## config.mk

```make
export PLATFORM = sky130hd
export DESIGN_NAME = cart_loader
export DESIGN_NICKNAME = d
export VERILOG_FILES = /design/src/rtl/cart_loader.sv
export SDC_FILE = /design/constraint.sdc
export NUM_CORES = 1
export LEC_CHECK = 0
export ABC_AREA = 0
export BUFFER_PORTS_ARGS = -buffer_cell sky130_fd_sc_hd__buf_2
export CELL_PAD_IN_SITES_DETAIL_PLACEMENT = 2
export CELL_PAD_IN_SITES_GLOBAL_PLACEMENT = 2
export CORE_MARGIN = 3
export CORE_UTILIZATION = 38
export CTS_BUF_LIST = sky130_fd_sc_hd__clkbuf_2 sky130_fd_sc_hd__clkbuf_4 sky130_fd_sc_hd__clkbuf_8
export CTS_CLUSTER_DIAMETER = 50
export DETAILED_ROUTE_END_ITERATION = 8
export PLACE_DENSITY_LB_ADDON = 0.1
export SLEW_MARGIN = 20
export SYNTH_ARGS = -nofsm -noshare
export SYNTH_HDL_FRONTEND = slang
export SYNTH_SLANG_ARGS = --single-unit
```

## constraint.sdc

```tcl
create_clock -name clock -period 4.59 [get_ports clock]
set_input_delay 0.918 -clock clock [delete_from_list [all_inputs] [get_ports clock]]
set_output_delay 0.918 -clock clock [all_outputs]
set_load 0.02 [all_outputs]
```

## src/rtl/cart_loader.sv

```systemverilog
// Cartridge loader: streams one image slot out of SPI flash with a single READ burst,
// writes it word by word through a ready/ack memory port, then checks the trailing flags word.
module cart_loader #(
    parameter int          WORD_BYTES    = 2,
    parameter int          ADDR_W        = 17,
    parameter int          IMAGE_WORDS   = 65536,
    parameter logic [23:0] BASE_ADDR     = 24'h040000,
    parameter int          SLOT_SHIFT    = 18,
    parameter int          SETTLE_CYCLES = 255,
    parameter bit          AUTOLOAD      = 1'b1
) (
    input  logic                    clock,
    input  logic                    reset,
    input  logic                    reload,
    input  logic [3:0]              index,
    output logic                    busy,
    output logic                    cart_ready,
    output logic                    cart_error,
    output logic [31:0]             flags_out,
    output logic [15:0]             checksum,
    output logic [ADDR_W-1:0]       mem_addr,
    output logic [8*WORD_BYTES-1:0] mem_wdata,
    output logic                    mem_we,
    input  logic                    mem_ack,
    output logic                    flash_csn,
    output logic                    flash_sck,
    output logic                    flash_mosi,
    input  logic                    flash_miso,
    output logic [2:0]              fsm_state
);

    typedef enum logic [2:0] {
        S_IDLE, S_CMD, S_DATA, S_WRITE, S_FLAGS, S_SETTLE, S_DONE, S_ERROR
    } state_t;

    localparam logic [ADDR_W-1:0] LAST_WORD = ADDR_W'(IMAGE_WORDS - 1);
    localparam logic [1:0]        LAST_BYTE = 2'(WORD_BYTES - 1);
    localparam logic [15:0]       SETTLE_END = 16'(SETTLE_CYCLES);

    state_t                  state, state_n;
    logic [3:0]              index_q;
    logic                    autoload_pending;
    logic [5:0]              cnt;
    logic [31:0]             cmd_sr;
    logic [6:0]              sh;
    logic [1:0]              byte_idx;
    logic [8*WORD_BYTES-1:0] word_sr, word_next;
    logic [ADDR_W-1:0]       word_cnt;
    logic [15:0]             settle_cnt;
    logic [7:0]              byte_now;
    logic [3:0]              slot;
    logic [23:0]             start_addr;
    logic                    start;

    // Every load, including the boot-time one, begins from the same start event.
    assign start      = reload || (state == S_IDLE && autoload_pending);
    assign slot       = reload ? index : index_q;
    assign start_addr = BASE_ADDR + (24'(slot) << SLOT_SHIFT);
    assign byte_now   = {sh, flash_miso};
    assign fsm_state  = state;

    always_comb begin
        word_next = word_sr;
        for (int b = 0; b < WORD_BYTES; b++) begin
            if (byte_idx == 2'(b)) word_next[b*8 +: 8] = byte_now;
        end
    end

    always_ff @(posedge clock) begin
        if (reset) state <= S_IDLE;
        else       state <= state_n;
    end

    always_comb begin
        state_n = state;
        if (reload) begin
            state_n = S_CMD;
        end else begin
            case (state)
                S_IDLE:   if (autoload_pending) state_n = S_CMD;
                S_CMD:    if (cnt == 6'd63) state_n = S_DATA;
                S_DATA:   if (cnt[3:0] == 4'hF && byte_idx == LAST_BYTE) state_n = S_WRITE;
                S_WRITE:  if (mem_ack) state_n = (word_cnt == LAST_WORD) ? S_FLAGS : S_DATA;
                S_FLAGS:  if (cnt == 6'd63) state_n = S_SETTLE;
                S_SETTLE: begin
                    if (settle_cnt == SETTLE_END) begin
                        if (flags_out[31:16] == checksum || flags_out[31:16] == 16'h0000)
                            state_n = S_DONE;
                        else
                            state_n = S_ERROR;
                    end
                end
                default:  state_n = state;
            endcase
        end
    end

    // SPI bit = low phase (MOSI valid) then high phase; MISO sampled as the high phase ends.
    always_comb begin
        busy       = 1'b0;
        cart_ready = 1'b0;
        cart_error = 1'b0;
        mem_we     = 1'b0;
        flash_csn  = 1'b1;
        flash_sck  = 1'b0;
        flash_mosi = 1'b0;
        case (state)
            S_CMD: begin
                busy       = 1'b1;
                flash_csn  = 1'b0;
                flash_sck  = cnt[0];
                flash_mosi = cmd_sr[31];
            end
            S_DATA, S_FLAGS: begin
                busy      = 1'b1;
                flash_csn = 1'b0;
                flash_sck = cnt[0];
            end
            S_WRITE: begin
                busy      = 1'b1;
                flash_csn = 1'b0;
                mem_we    = 1'b1;
            end
            S_SETTLE: busy       = 1'b1;
            S_DONE:   cart_ready = 1'b1;
            S_ERROR:  cart_error = 1'b1;
            default:  busy       = 1'b0;
        endcase
        if (reload) begin
            flash_csn  = 1'b1;
            flash_sck  = 1'b0;
            flash_mosi = 1'b0;
            mem_we     = 1'b0;
            cart_ready = 1'b0;
            cart_error = 1'b0;
        end
    end

    always_ff @(posedge clock) begin
        if (reset) begin
            index_q          <= '0;
            autoload_pending <= AUTOLOAD;
            cnt              <= '0;
            cmd_sr           <= '0;
            sh               <= '0;
            byte_idx         <= '0;
            word_sr          <= '0;
            word_cnt         <= '0;
            settle_cnt       <= '0;
            checksum         <= '0;
            flags_out        <= '0;
            mem_addr         <= '0;
            mem_wdata        <= '0;
        end else if (start) begin
            if (reload) index_q <= index;
            autoload_pending <= 1'b0;
            cnt              <= '0;
            cmd_sr           <= {8'h03, start_addr};
            byte_idx         <= '0;
            word_cnt         <= '0;
            settle_cnt       <= '0;
            checksum         <= '0;
            flags_out        <= '0;
        end else begin
            case (state)
                S_CMD: begin
                    cnt <= cnt + 6'd1;
                    if (cnt[0]) cmd_sr <= {cmd_sr[30:0], 1'b0};
                end
                S_DATA: begin
                    cnt <= cnt + 6'd1;
                    if (cnt[0]) sh <= byte_now[6:0];
                    if (cnt[3:0] == 4'hF) begin
                        cnt      <= '0;
                        checksum <= checksum + 16'(byte_now);
                        word_sr  <= word_next;
                        if (byte_idx == LAST_BYTE) begin
                            byte_idx  <= '0;
                            mem_wdata <= word_next;
                            mem_addr  <= word_cnt;
                        end else begin
                            byte_idx <= byte_idx + 2'd1;
                        end
                    end
                end
                S_WRITE: begin
                    if (mem_ack && word_cnt != LAST_WORD) word_cnt <= word_cnt + ADDR_W'(1);
                end
                S_FLAGS: begin
                    cnt <= cnt + 6'd1;
                    if (cnt[0]) sh <= byte_now[6:0];
                    // Flags arrive little-endian and stay out of the checksum.
                    if (cnt[3:0] == 4'hF) flags_out <= {byte_now, flags_out[31:8]};
                end
                S_SETTLE: settle_cnt <= settle_cnt + 16'd1;
                default: ;
            endcase
        end
    end

endmodule
```

# After elaboration in Yosys (flattened, before gate mapping)

Index checks and enable logic that the tools add are counted.

Input bits: 9
Output and inout port bits: 91
Memories kept: 0
Bits in writable memories: 0
Register bits: 185
Memory bits (read-only): 0
Logic and storage cells: 111
Latch bits: 0

Add/subtract/negate cells: 6
Divide/modulo/power cells: 0
Magnitude comparators: 0
Equality and inequality tests: 26
Bitwise operators: 1
Shifts and indexed selects: 0
Muxes and demuxes: 32
Reduce and logical (&&, ||, !) cells: 30
Multipliers: 0

Operators by type and width:

| operator                                              | count |
|---|---|
| 2-to-1 mux 26 bit                                     | 3 |
| adder 19 x 22 -> 23 bit, first input constant         | 1 |
| 2-to-1 mux 3 bit                                      | 7 |
| != test 3 bit, second input constant                  | 6 |
| one-hot mux 3 bit (6 select lines)                    | 1 |
| adder 17 x 1 -> 17 bit, second input constant         | 1 |
| equality test 17 x 16 -> 1 bit, second input constant | 1 |
| != test 17 x 16 -> 1 bit, second input constant       | 1 |
| adder 16 x 1 -> 16 bit, second input constant         | 1 |
| adder 16 x 8 -> 16 bit                                | 1 |
| equality test 16 bit                                  | 1 |
| equality test 16 x 8 -> 1 bit, second input constant  | 1 |
| logical NOT 16 bit                                    | 1 |
| 2-to-1 mux 8 bit                                      | 2 |
| 2-to-1 mux 1 bit                                      | 15 |
| AND reduction 7 bit                                   | 2 |
| equality test 3 bit, second input constant            | 4 |
| != test 2 bit, second input constant                  | 6 |
| one-hot mux 6 bit (2 select lines)                    | 1 |
| AND reduction 2 bit                                   | 5 |
| OR reduction 2 bit                                    | 4 |
| nonzero test 7 bit                                    | 1 |
| adder 6 x 1 -> 6 bit, second input constant           | 1 |
| equality test 3 x 2 -> 1 bit, second input constant   | 2 |
| other kinds (20)                                      | 26 |

# Depth between registers and ports, before layout

Gate-level depths: netlist (run 1).

Depth after elaboration: 6
Depth in mapped cells: 9
Mapped depth without buffers: 9

# Worst setup path after synthesis (run 1)

OpenSTA, ideal clock, no wires.

Kind: in2out
Start: input port reload
End: output port flash_mosi
Arrival: 1896 ps
Path slack: 1776 ps
Path buffers: 2
Required time: 3672 ps
Stages: 4
Cell sequence: clkbuf_1 buf_1 inv_1 and4_1

Longest elaborated chain between the ends: 1

Ends and longest elaborated chain:

| item             | RTL line | source |
|---|---|---|
| start, declared  | 14       | `input logic reload,` |
| 2-to-1 mux 1 bit | 129      | `if (reload) begin` |
| end, declared    | 27       | `output logic flash_mosi,` |

No other way between the ends.

# Final worst setup path (run 1)

Start: register state[2] (netlist: fsm_state[2])
End: output port flash_sck

Longest elaborated chain between the ends: 4
Elaborated cells between the ends (all ways): 6
Classes of those cells: eq/ne: 3; mux: 2; reduce/logical: 1

Ends and longest elaborated chain:

| item                                              | RTL line | source |
|---|---|---|
| start, declared                                   | 40       | `state_t state, state_n;` |
| start signal, assigned                            | 71       | `else state <= state_n;` |
| equality test 3 bit, or another cell as far along | 107      | `case (state)` |
| OR reduction 3 bit (no source line) (*)           | n/a      |  |
| 2-to-1 mux 1 bit (*)                              | 107      |  |
| 2-to-1 mux 1 bit (*)                              | 129      |  |
| end, declared                                     | 26       | `output logic flash_sck,` |

Mark *: on every way between the ends. The rest lies on a longest branch, timed or not.

==> results.yml, run 1 <==
logic_synthesis:
  yosys-top-cells-area: "dfxtp_1 46%, nand2_1 11%, a21oi_1 7.1%"
  avgSynthCellArea_sq_um: 8.27
  synth_ff_type: "dfxtp_1"
  synth_cell_types: 53
  synth_edf_count: 0
  synth-seq-area-share_pct: 46.0
  yosysWarnings: 0
  synthArstFlopShare_pct: 0
  syn_inst: 837
  netlist.area_leader.share_pct: 46.0
  synth_nets: 861
  synth_seq_cells: 159
  syn_area_sq_mm: 0.00692
  yosys.area.top_type: "dfxtp_1"
routing:
  viasPerCell: 5.41
  routedWlPerCell_um: 18.7
  postRouteAntennaNets: 0
  drc: 0
  dr.pass1.iters: 4
  num_vias: 6245
  wl_mm: 21.6
  drtIter0Drc: 202
cells_and_area:
  fin_cells: 1154
  fillers: 1992
  area_growth_pct: 15.1
  layout_common_cells: "194 x nand2_1, 159 x dfxtp_1, 99 x buf_2"
  drive_gt1_share_pct: 16.0
  mostFrequentLayoutCell: "nand2_1"
  final_nets: 940
  diodes: 0
  final_util_pct: 45.4
min_path:
  hp-start: "mem_addr[14]"
  holdCritPathClass: "reg2reg"
  holdPathStages: 2
power_and_ir_drop:
  power.density_mw_per_mm2: 325
  vdd_ir_drop_max_mv: 0.203
  leakage_uw: 0.00315
die:
  core_sq_mm: 0.0175
  die_w_um: 141
  die_h_um: 141
  ios: 100
  num_rows: 48
  start_util_pct: 39.5
  dieArea_sq_mm: 0.0199
placement:
  hpwl_mm: 15.5
  gp_congestion: 0.840
  io_buffers: 99
  post-place-cells: 1122
sta:
  hold_viol: 0
  rsz0062_at_grt: "false"
  slew_violations: 0
  fin_skew_ps: 16.8
  relSlewSlack_pct: 35.5
  clock.fmax_ghz: 0.293
  worstMarginPinSlew_ps: 968
  finalCritPeriodShare_pct: 74.4
  fin_hold_ws_ps: 463
  fin_crit_ps: 3410
  setup_tns_ps: 0
  setup_viol: 0
clock_network:
  clk-insertion-delay-late_ps: 460
  htree_levels: 4
  cts_tree: "built"
  cts_sinks: 159
  cts_root_buf: "clkbuf_8"
  cts.clk_slew.worst_paths_ps: 90
  cts_made_buffers: 17
  post_cts_buffers: 0
  cts_resized: 0
  clk_path_buf_depth: 2
  holdBufCountCts: 0
critical_path:
  start_kind: "register"
  crit_start: "fsm_state[2]"
  reg2regPathDepth: 5
  crit_fanout: 21
  cpMaxStageDelayCell: "nor3_1"
  critical_path_class: "reg2out"
  worstSetupEndpointType: "output pin"
  worstPathRequired_ps: 3670
  crit_arrival_ps: 2500
  critPathMaxStageDelay_ps: 820
  cp_cell_sequence: "nor3_1 > nor2_1 > and3_1 > buf_2"
  timing.rr.start: "fsm_state[1]"
global_routing:
  grt_pass1_vias: 6781
  antenna_found_initial: 0
  grtUsageMet3_pct: 4.51
  grt_util_met2_pct: 40.2
  use_met1_pct: 27.3
  grt_max_degree: 61
  grt_pass1_wl_mm: 35.9
  grtUsageTotal_pct: 22.3
  grt.overflow.total: 0
  busiest_layer: "met2"
outcome:
  status: "completed"
flow_run:
  maxCapViolCount: 0
==> area by class of cell <==
| type | count | area [sq um] | share of cell area (%) |
|---|---|---|---|
| clock buffers | 21 | 277 | 3.47 |
| clock inverters | 11 | 134 | 1.68 |
| inverters | 15 | 56.3 | 0.707 |
| multi-input cells | 615 | 3470 | 43.6 |
| flip-flops and latches | 159 | 3180 | 40.0 |
| well taps | 225 | 282 | 3.53 |
| repair buffers | 108 | 563 | 7.07 |
==> synth_stat cells, drive strengths merged, types with 2 or more instances <==
library cell and number:
nand4 14, a21o 6, a211oi 7, and3 12, and2 4, o2111ai 2, or4 5, nand3 26
o31ai 5, nor2 68, dfxtp 159, or3 4, or2 4, nor3 18, clkbuf 38, buf 10
a311oi 5, nor4b 2, o22ai 3, and4 4, ha 14, xnor2 20, a21oi 98, xor2 38
a31oi 2, o211ai 2, mux2i 20, nor4 12, inv 15, nand2 194, o21ai 11
==> routing by layer <==
| layer | up-vias | wire [um] |
|---|---|---|
| met5 | - | 0 |
| met4 | 0 | 282 |
| met3 | 28 | 741 |
| met2 | 96 | 11000 |
| met1 | 3107 | 9610 |
| li1 | 3014 | - |
==> report_power, final <==
part	internal [uW]	total (uW)	switching (uW)
Sequential	1390	1400	14.9
Clock	530	1070	543
Combinational	33.0	112	79.0
Total	1950	2590	637
==> metrics by stage <==
stage / total power (uW) / setup WS, ps / instance area, sq um
global placement: 1540 / 1760 / 7550
finish: 2590 / 1180 / 7960
floorplan: 1510 / 1780 / 6920
CTS: 2620 / 1200 / 7960
detailed placement: 1550 / 1680 / 7550
global route: 2700 / 1050 / 7960
==> state kept, by name, indices dropped and copies added (netlist names), 4 cells and up <==
signal and flops:
checksum 16, cmd_sr 14, cnt 6, flags_out 32
index_q 4, mem_addr 17, mem_wdata 16, settle_cnt 16
sh 7, word_cnt 17, word_sr 8
==> critical path: cells and delay by family (launching register included) <==
family / cells / cell delay [ps]
flip-flops: 1 / 580
AND/OR/NAND/NOR: 3 / 1290
buffers and inverters: 1 / 150
==> logic make-up after synthesis <==
group,count (synthesis),synth area share (%)
AND/OR/NAND/NOR,372,24.5
flip-flops,159,46.0
AO/OA/AOI/OAI,149,12.4
buffers and inverters,63,3.90
XOR/XNOR,58,7.34
multiplexers,20,2.89
adder cells (fa/ha/maj),16,2.96
==> path summary, 6_finish.rpt <==
check | end | slack, ps
worst max-delay path | flash_sck | 1180
worst min-delay path | mem_addr[14] | 460
worst max register to register | word_sr[4] | 1630
worst min register to register | mem_addr[14] | 460
Power figures use the tool's default switching activity.
==> inputs of run 2 (changes only) <==
--- a/config.mk
+++ b/config.mk
@@ -5,12 +5,12 @@
 export SDC_FILE = /design/constraint.sdc
 export NUM_CORES = 1
 export LEC_CHECK = 0
-export ABC_AREA = 0
+export ABC_AREA = 1
 export BUFFER_PORTS_ARGS = -buffer_cell sky130_fd_sc_hd__buf_2
 export CELL_PAD_IN_SITES_DETAIL_PLACEMENT = 2
 export CELL_PAD_IN_SITES_GLOBAL_PLACEMENT = 2
 export CORE_MARGIN = 3
-export CORE_UTILIZATION = 38
+export CORE_UTILIZATION = 33
 export CTS_BUF_LIST = sky130_fd_sc_hd__clkbuf_2 sky130_fd_sc_hd__clkbuf_4 sky130_fd_sc_hd__clkbuf_8
 export CTS_CLUSTER_DIAMETER = 50
 export DETAILED_ROUTE_END_ITERATION = 8
==> constraint.sdc (replaced) <==
create_clock -name clock -period 3.38 [get_ports clock]
set_input_delay 0.676 -clock clock [delete_from_list [all_inputs] [get_ports clock]]
set_output_delay 0.676 -clock clock [all_outputs]
set_load 0.02 [all_outputs]
==> run 2 against run 1 <==
Net effect: worst setup slack lost 820 ps; clock power grew 39%; non-clock buffer count shrank 2; first-iteration DRC count grew 35%; sequential share of layout area shrank 2.0 points; area after synthesis grew 4.7%; count of clock-buffer cells in the layout shrank 4; power grew 39%; routed wire length grew 5.3%.
==> results.yml, run 2 <==
routing:
  postRouteAntennaNets: 0
  drtIter0Drc: 273
  dr.pass1.iters: 4
  routedWlPerCell_um: 16.5
  viasPerCell: 5.03
  drc: 0
  wl_mm: 22.8
  num_vias: 6952
critical_path:
  crit_arrival_ps: 2340
  cpMostUsedCell: "nor2_1"
  cp_cell_sequence: "nor2_1 > inv_1 > nor2_1 > buf_4 > nor2_1 > nand2_1 > inv_1 > nor3_1 > buf_2"
  critPathMaxStageDelay_ps: 430
  crit_family: "simple AND/OR/NAND/NOR gates"
  start_kind: "register"
  worstPathRequired_ps: 2700
  cp_num_buf_inv: 4
  crit_fanout: 12
  worstSetupEndpointType: "output pin"
  critical_path_class: "reg2out"
  cpMaxStageDelayCell: "dfxtp_1"
power_and_ir_drop:
  seqPwrFrac_pct: 52.9
  vdd_ir_drop_max_mv: 0.203
  p_int_uw: 2630
  switching_share_pct: 27.0
  power_frac_comb_pct: 5.7
  leakage_uw: 0.00347
  p_sw_uw: 973
  power_frac_clock_pct: 41.4
  power_uw: 3600
  power.density_mw_per_mm2: 430
placement:
  hpwl_mm: 16.7
  dp_slack_ps: 650
  io_buffers: 99
  gp_congestion: 0.781
clock_network:
  holdBufCountCts: 0
  cts_root_buf: "clkbuf_8"
  post_cts_buffers: 0
  cts.clk_slew.worst_paths_ps: 100
  clk-insertion-delay-late_ps: 470
  cts_resized: 0
  cts_made_buffers: 17
  clk_path_buf_depth: 2
  cts_sinks: 159
  htree_levels: 4
  cts_tree: "built"
logic_synthesis:
  syn_inst: 1008
  synthArstFlopShare_pct: 0
  yosysWarnings: 0
  synth_seq_cells: 159
  synth_cell_types: 44
  yosysMostFrequentCell: "nand2_1"
  synth_nets: 1032
  yosys-top-cells-area: "dfxtp_1 44%, nand2_1 9.4%, a21oi_1 8.8%"
  yosys.area.top_type: "dfxtp_1"
  synth_commonest_cells: "181 x nand2_1, 159 x dfxtp_1, 138 x nor2_1, 128 x a21oi_1, 107 x inv_1"
  synth_ff_type: "dfxtp_1"
  netlist.area_leader.share_pct: 43.9
  syn_area_sq_mm: 0.00725
  synth-seq-area-share_pct: 43.9
  synth_edf_count: 0
  avgSynthCellArea_sq_um: 7.19
global_routing:
  grtUsageMet3_pct: 2.77
  grt_util_met2_pct: 32.7
  use_met1_pct: 26.3
  antenna_found_initial: 0
  grt_pass1_vias: 7241
  grt_max_degree: 57
  busiest_layer: "met2"
  grtUsageTotal_pct: 19.4
  grt.overflow.total: 0
  grt_pass1_wl_mm: 37.8
cells_and_area:
  area_growth_pct: 15.5
  max_flop_register: "flags_out"
  final_nets: 1119
  reg_top3: "flags_out (32), mem_addr (17), word_cnt (17)"
  diodes: 0
  drive_gt1_share_pct: 15.7
  largest_reg_flops: 32
  layout_common_cells: "181 x nand2_1, 159 x dfxtp_1, 138 x nor2_1"
  mostFrequentLayoutCell: "nand2_1"
die:
  core_sq_mm: 0.0213
  ios: 100
  dieArea_sq_mm: 0.0238
  die_w_um: 154
  die_h_um: 154
  start_util_pct: 34.1
  num_rows: 53
sta:
  finalCritPeriodShare_pct: 89.3
  worstMarginPinSlew_ps: 987
  fin_crit_ps: 3020
  fin_ws_ps: 361
  slew_violations: 0
  rsz0062_at_grt: "false"
  clock.fmax_ghz: 0.331
  setup_tns_ps: 0
  fin_skew_ps: 13.1
  setup_viol: 0
  fin_hold_ws_ps: 453
  relSlewSlack_pct: 34.0
  hold_viol: 0
flow_run:
  maxCapViolCount: 0
outcome:
  status: "completed"
min_path:
  holdCritPathClass: "reg2reg"
[run 2: changes by cell type in the layout (fill, tap and decap cells not counted), sizes merged, moves of 7 or more]
cell / delta
xor2: -35
nand2: -8
a21oi: +30
o21ai: +91
inv: +104
xnor2: -18
mux2i: -19
nand3: +24
and3: -12
nor4: -7
nor2: +80
[run 2: worst reg2reg max path, stage by stage (launching register included)]
cell and delay, ps:
dfxtp_1 430, ha_1 240, nand3_2 180, nor2_8 310
inv_2 200, nor2_2 170, inv_2 160, nor2_8 320
buf_4 300, o21ai_0 110, a21oi_1 150
[run 2: final cells by class]
| type | instances | area, sq um |
|---|---|---|
| clock buffer | 17 | 234 |
| timing repair buffer | 106 | 561 |
| tap | 275 | 344 |
| multi-input combinational | 698 | 3460 |
| sequential | 159 | 3180 |
| fill | 2560 | 12900 |
| inverter | 113 | 424 |
| clock inverter | 15 | 173 |
[run 2: cells by family (layout without fill, tap and decap cells)]
family	after synthesis	in the layout	share of synthesized area [%]
AND/OR/NAND/NOR	424	424	25.7
AO/OA/AOI/OAI	253	253	18.6
adder cells (fa/ha/maj)	15	15	2.69
flip-flops	159	159	43.9
buffers and inverters	151	251	8.41
XOR/XNOR	5	5	0.604
multiplexers	1	1	0.138
[run 2: metal layers]
| layer | vias up | part of all wire [%] |
|---|---|---|
| met4 | 0 | 1.1 |
| li1 | 3472 | - |
| met5 | - | 0 |
| met1 | 3370 | 49 |
| met2 | 92 | 47 |
| met3 | 18 | 2.7 |
[run 2: path summary, 6_finish.rpt]
| check | startpoint | to | slack [ps] | cells after the start |
|---|---|---|---|---|
| max reg2reg | cnt[0] | mem_addr[5] | 750 | 10 |
| min | word_sr[3] | word_sr[3] | 450 | 2 |
| max | fsm_state[1] | flash_sck | 360 | 9 |
| min reg2reg | word_sr[3] | word_sr[3] | 450 | 2 |
[run 2: per-stage QoR]
stage | std cells | util [%] | instance area [sq um]
6_report | 1383 | 39.3 | 8380
5_1_grt | 1383 | 39.3 | 8380
4_1_cts | 1383 | 39.3 | 8380
3_3_place_gp | 1351 | 37.4 | 7970
3_5_place_dp | 1351 | 37.4 | 7970
2_1_floorplan | 1008 | - | 7250
[run 2: power groups by stage]
| stage | clock [uW] | sequential [uW] | combinational (uW) |
|---|---|---|---|
| after floorplan | 0 | 1940 | 145 |
| after global placement | 0 | 1950 | 204 |
| after detailed placement | 0 | 1950 | 210 |
| after CTS | 1550 | 1900 | 210 |
| after global routing | 1630 | 1910 | 233 |
| final | 1490 | 1900 | 205 |
